===== config.mk =====
export PLATFORM = sky130hd
export DESIGN_NAME = control_step_sequencer_flat
export DESIGN_NICKNAME = d
export VERILOG_FILES = /design/src/rtl/control_step_sequencer_if.sv /design/src/rtl/control_step_sequencer.sv /design/src/flat_wrapper.sv
export SDC_FILE = /design/constraint.sdc
export NUM_CORES = 1
export LEC_CHECK = 0
export CORE_ASPECT_RATIO = 0.7
export CORE_UTILIZATION = 25
export CTS_CLUSTER_DIAMETER = 120
export DETAILED_ROUTE_END_ITERATION = 8
export PLACE_DENSITY = 0.75
export SLEW_MARGIN = 20
export SYNTH_ARGS = -nofsm -noshare
export SYNTH_HDL_FRONTEND = slang
export SYNTH_SLANG_ARGS = --single-unit

===== constraint.sdc =====
create_clock -name clk -period 1.8 [get_ports clk]
set_input_delay 0.27 -clock clk [delete_from_list [all_inputs] [get_ports clk]]
set_output_delay 0.27 -clock clk [all_outputs]
set_load 0.02 [all_outputs]

===== src/rtl/control_step_sequencer_if.sv =====
// Bundle between the hardwired control unit and its step sequencer.
// Carries the step controls in one direction and the step vector and status back.
`timescale 1ns/1ps
interface control_step_sequencer_if #(
    parameter int unsigned STEP_W  = 8,
    parameter int unsigned N_STEPS = 256,
    parameter int unsigned ICNT_W  = 32
);
    logic                inc_cnt;
    logic                ld_cnt;
    logic [STEP_W-1:0]   br_target;
    logic                cl_cnt;
    logic                mem_wait;
    logic                halt_req;
    logic [N_STEPS-1:0]  T;
    logic [STEP_W-1:0]   step;
    logic                halted;
    logic [ICNT_W-1:0]   instr_cnt;

    modport master (
        output inc_cnt, ld_cnt, br_target, cl_cnt, mem_wait, halt_req,
        input  T, step, halted, instr_cnt
    );

    modport slave (
        input  inc_cnt, ld_cnt, br_target, cl_cnt, mem_wait, halt_req,
        output T, step, halted, instr_cnt
    );
endinterface


===== src/rtl/control_step_sequencer.sv =====
// Step counter and one-hot step decoder for the hardwired control unit.
// state   | meaning
// RUN     | CNT advances/branches/stalls, T[CNT] is the only active step
// HALT    | CNT parked at the fetch step, T all zeros; left only by rst
`timescale 1ns/1ps
module control_step_sequencer #(
    parameter int unsigned STEP_W     = 8,
    parameter int unsigned N_STEPS    = 256,
    parameter int unsigned FETCH_STEP = 0,
    parameter int unsigned ICNT_W     = 32
) (
    input logic                     clk,
    input logic                     rst,
    control_step_sequencer_if.slave bus
);
    typedef enum logic {
        ST_RUN  = 1'b0,
        ST_HALT = 1'b1
    } state_t;

    localparam logic [STEP_W-1:0] FETCH = STEP_W'(FETCH_STEP);

    state_t              state;
    logic [STEP_W-1:0]   cnt;
    logic [ICNT_W-1:0]   icnt;
    logic                halted_q;

    // mem_wait freezes everything, including a pending end-of-instruction.
    always_ff @(posedge clk or posedge rst) begin
        if (rst) begin
            state    <= ST_RUN;
            cnt      <= FETCH;
            icnt     <= '0;
            halted_q <= 1'b0;
        end else begin
            case (state)
                ST_RUN: begin
                    if (!bus.mem_wait) begin
                        if (bus.cl_cnt) begin
                            cnt  <= FETCH;
                            icnt <= icnt + ICNT_W'(1);
                            if (bus.halt_req) begin
                                state    <= ST_HALT;
                                halted_q <= 1'b1;
                            end
                        end else if (bus.ld_cnt) begin
                            cnt <= bus.br_target;
                        end else if (bus.inc_cnt) begin
                            cnt <= cnt + STEP_W'(1);
                        end
                    end
                end
                ST_HALT: begin
                    cnt      <= FETCH;
                    halted_q <= 1'b1;
                end
                default: begin
                    state    <= ST_RUN;
                    cnt      <= FETCH;
                    halted_q <= 1'b0;
                end
            endcase
        end
    end

    always_comb begin
        bus.T = '0;
        if (state == ST_RUN) begin
            bus.T[cnt] = 1'b1;
        end
    end

    assign bus.step      = cnt;
    assign bus.halted    = halted_q;
    assign bus.instr_cnt = icnt;
endmodule


===== src/flat_wrapper.sv =====
// flat-port wrapper written by rule: the top's interface ports become plain ports
module control_step_sequencer_flat 
#(
    parameter int unsigned STEP_W     = 8,
    parameter int unsigned N_STEPS    = 256,
    parameter int unsigned FETCH_STEP = 0,
    parameter int unsigned ICNT_W     = 32
)
  (clk, rst, bus_inc_cnt, bus_ld_cnt, bus_br_target, bus_cl_cnt, bus_mem_wait, bus_halt_req, bus_T, bus_step, bus_halted, bus_instr_cnt);
  control_step_sequencer_if #(.STEP_W(STEP_W), .N_STEPS(N_STEPS), .ICNT_W(ICNT_W)) bus_i ();
  input logic clk;
  input logic rst;
  input wire logic [$bits(bus_i.inc_cnt)-1:0] bus_inc_cnt;
  input wire logic [$bits(bus_i.ld_cnt)-1:0] bus_ld_cnt;
  input wire logic [$bits(bus_i.br_target)-1:0] bus_br_target;
  input wire logic [$bits(bus_i.cl_cnt)-1:0] bus_cl_cnt;
  input wire logic [$bits(bus_i.mem_wait)-1:0] bus_mem_wait;
  input wire logic [$bits(bus_i.halt_req)-1:0] bus_halt_req;
  output wire logic [$bits(bus_i.T)-1:0] bus_T;
  output wire logic [$bits(bus_i.step)-1:0] bus_step;
  output wire logic [$bits(bus_i.halted)-1:0] bus_halted;
  output wire logic [$bits(bus_i.instr_cnt)-1:0] bus_instr_cnt;
  assign bus_i.inc_cnt = bus_inc_cnt;
  assign bus_i.ld_cnt = bus_ld_cnt;
  assign bus_i.br_target = bus_br_target;
  assign bus_i.cl_cnt = bus_cl_cnt;
  assign bus_i.mem_wait = bus_mem_wait;
  assign bus_i.halt_req = bus_halt_req;
  assign bus_T = bus_i.T;
  assign bus_step = bus_i.step;
  assign bus_halted = bus_i.halted;
  assign bus_instr_cnt = bus_i.instr_cnt;
  control_step_sequencer #(.STEP_W(STEP_W), .N_STEPS(N_STEPS), .FETCH_STEP(FETCH_STEP), .ICNT_W(ICNT_W)) u_core (.clk(clk), .rst(rst), .bus(bus_i));
endmodule

==> impl_metrics.yaml <==
synth:
  synth_area_mm2: 0.003458
  syn_area_per_cell_um2: 6.440
  synth_edf_count: 0
  synth.distinct_cells: 39
  ys_seq_elements: 42
  yosys_warnings: 0
  synth_flop_cell: "dfrtp_1"
  netlist_instances: 537
  seq_area_frac_synth: 0.3039
  syn_nets: 557
  synthArstFlopShare: 1.000
route:
  viasPerCell: 5.083
  wirelength_um: 23800
  drc: 0
  wl_met1_um: 9996
  drt_first_pass_iters: 4
  met2WireLength_um: 11670
  routedWlPerCell_um: 21.52
  highest_layer: "met4"
  wl_met3_um: 1474
  drtIter0Drc: 329
  via_count: 5622
  ant_nets: 0
clock_tree:
  clk_pin_slew_ns: 0.07
  cts_htree_levels: 2
  numCtsBuffers: 5
  tritoncts: "yes"
  cts_hold_buf: 0
  worstSkewPairLatency_ns: 0.29
  cts_buffer_depth: 2
  clock-sinks: 42
  cts-root-buf: "clkbuf_16"
timing:
  finalHoldWorstSlack_ns: 0.4250
  setup_viol: 269
  slew_headroom: 0.6283
  post-route-period-util: 1.179
  hold_viol_final: 0
  fmax_mhz: 471.4
  tns_ns: -62.54
  period_needed_ns: 2.121
  grt_setup_unrepaired: "yes"
  slew_viol_final: 0
  fin_ws_ns: -0.3214
  worst_pin_slew_ns: 0.5575
  fin_skew_ns: 0.008792
critical_path:
  cp.arrival_ns: 1.85
  worst-setup-path-type: "reg -> out"
  crit_slowest_cell: "dfrtp_2"
  crit_required_ns: 1.53
  cp-start-kind: "register"
  cpLargestDelayFamily: "simple AND/OR/NAND/NOR gates"
  crit_chain: "inv_2, ha_1, nor2b_4, nand3_2, buf_12, nor2_1, buf_4"
  endpoint_kind: "output pin"
  critPathBufInv: 3
  slowest_delay_ns: 0.44
  worst-path-max-fanout: 8
grt:
  grt_max_degree: 43
  grt_pass1_vias: 5333
  overflow: 0
  grt_pass1_wl_um: 33220
  gr-usage-all-layers: 0.3065
  antenna_found_initial: 0
pwr:
  total_power_mw: 2.187
  leakage_nw: 3.891
  vdd_ir_drop_max_mv: 0.5659
  power.density_mw_per_mm2: 223.0
run_status:
  violations: "negative setup slack"
  outcome: "finished with violations"
cells_and_area:
  areaGrowthSynthToFinish_pct: 183.5
  drive_gt1_frac: 0.7112
  antenna_cells: 0
  nNetsFinal: 940
  num-fill-cells: 924
floorplanning:
  die_w_um: 142.6
  coreArea_mm2: 0.01331
  fp-row-count: 35
  ioPinCount: 312
  start_util: 0.2598
  die_h_um: 100.4
  die_area_mm2: 0.01432
hold_path:
  hold_path.class: "in -> async"
placement:
  numPortBuffers: 311
  place_hpwl_um: 15530
  preCtsSetupSlack_ns: -0.4829
  gp_congestion: 0.9086
flow_run:
  cap_violations: 0
state kept, by name, summed over array words and instances, names as in the netlist:
| name | cells |
|---|---|
| u_core.bus.halted | 1 |
| u_core.state | 1 |
| u_core.bus.instr_cnt | 32 |
| u_core.bus.step | 8 |
cell usage after synthesis, types with 2 or more instances:
library cell,count,share of area
a21oi_1,6,0.0087
and2_1,5,0.0090
and3_1,13,0.024
and4_1,4,0.010
buf_2,14,0.020
buf_6,3,0.0098
clkbuf_1,29,0.031
dfrtp_1,42,0.30
ha_1,5,0.018
inv_1,4,0.0043
nand2_1,26,0.028
nand3_1,22,0.032
nand3b_1,2,0.0043
nand4_1,16,0.029
nor2_1,267,0.29
nor2b_1,10,0.018
nor3_1,6,0.0087
o21ai_0,6,0.0087
o22ai_1,2,0.0036
o2bb2ai_1,6,0.015
or2_2,2,0.0036
xnor2_1,27,0.068
xor2_1,4,0.010
cells in the final DEF, fill, tap and decap left out, types with 5 or more instances in the layout:
master             n
a21oi_1            6
and3_1            11
buf_12            33
buf_16             8
buf_2             20
buf_4            153
buf_6            147
clkbuf_16          7
clkdlybuf4s50_1   50
dfrtp_1           33
dfrtp_2            9
dlymetal6s2s_1     5
nand2_1           12
nand2_2            6
nand3_1           12
nand3_2            6
nand4_1           16
nor2_1            46
nor2_2            43
nor2_4           178
nor2b_4            7
nor3_1             5
o21ai_0            6
o2bb2ai_1          6
xnor2_1           27
repair_timing:
item                        CTS  global route
buffers inserted              7             8
pin swaps                    16            60
setup endpoints to repair   259           283
cloned                        8             2
gates resized for setup    1416           130
worst paths after layout:
| path | endpoint | startpoint | slack, ns | depth (start not counted) |
|---|---|---|---|---|
| max | bus_T[45] | u_core.bus.step[1]$_DFFE_PP0P_ | -0.32 | 7 |
| min | u_core.bus.instr_cnt[13]$_DFFE_PP0P_ | rst | 0.42 | 3 |
| max reg2reg | u_core.bus.instr_cnt[20]$_DFFE_PP0P_ | u_core.state$_DFF_PP0_ | -0.10 | 7 |
| min reg2reg | u_core.bus.instr_cnt[31]$_DFFE_PP0P_ | u_core.bus.instr_cnt[31]$_DFFE_PP0P_ | 0.48 | 1 |
| max in group asynchronous | u_core.bus.step[5]$_DFFE_PP0P_ | rst | 0.96 | 3 |
| min in group clk | u_core.bus.instr_cnt[31]$_DFFE_PP0P_ | u_core.bus.instr_cnt[31]$_DFFE_PP0P_ | 0.48 | 1 |
power by group:
part | switching [mW] | total, mW | internal, mW
clock | 0.392 | 0.906 | 0.514
combinational | 0.122 | 0.255 | 0.133
sequential | 0.0483 | 1.03 | 0.978
worst min-delay path, stage by stage:
cell and delay (ns):
clkdlybuf4s50_1 0.39, inv_1 0.05, buf_4 0.45
cells by family (layout without fill, tap and decap cells):
logic type               Yosys count  after routing  synth area share
AND/OR/NAND/NOR                  380            380            0.4772
buffers and inverters             52            436           0.06910
flip-flops                        42             42            0.3039
XOR/XNOR                          31             31           0.07851
AO/OA/AOI/OAI                     25             25           0.04703
adder cells (fa/ha/maj)            5              5           0.01809
multiplexers                       2              2          0.006150
routing by layer:
layer  GRT usage  up-vias
met5           0        -
met4      0.1166        0
met3     0.04962       55
met2      0.5057      279
met1      0.4028     2783
li1            -     2505
per-stage QoR:
| step | utilization | cell area, µm² | instances |
|---|---|---|---|
| final | 0.7366 | 9806 | 1106 |
| after global routing | 0.7366 | 9806 | 1106 |
| after CTS | 0.7071 | 9414 | 1097 |
| after detailed placement | 0.6650 | 8853 | 1074 |
| after global placement | 0.6650 | 8853 | 1074 |
| after floorplan | - | 4941 | 537 |
final cells by class:
| cell class | count | area (µm²) | share of cell area |
|---|---|---|---|
| Sequential cell | 42 | 1062 | 0.1083 |
| Timing Repair Buffer | 424 | 4463 | 0.4551 |
| Clock buffer | 5 | 125.1 | 0.01276 |
| Tap cell | 185 | 231.5 | 0.02361 |
| Clock inverter | 3 | 18.77 | 0.001914 |
| Inverter | 4 | 15.01 | 0.001531 |
| Multi-Input combinational cell | 443 | 3890 | 0.3967 |
Power figures use the tool's default switching activity.
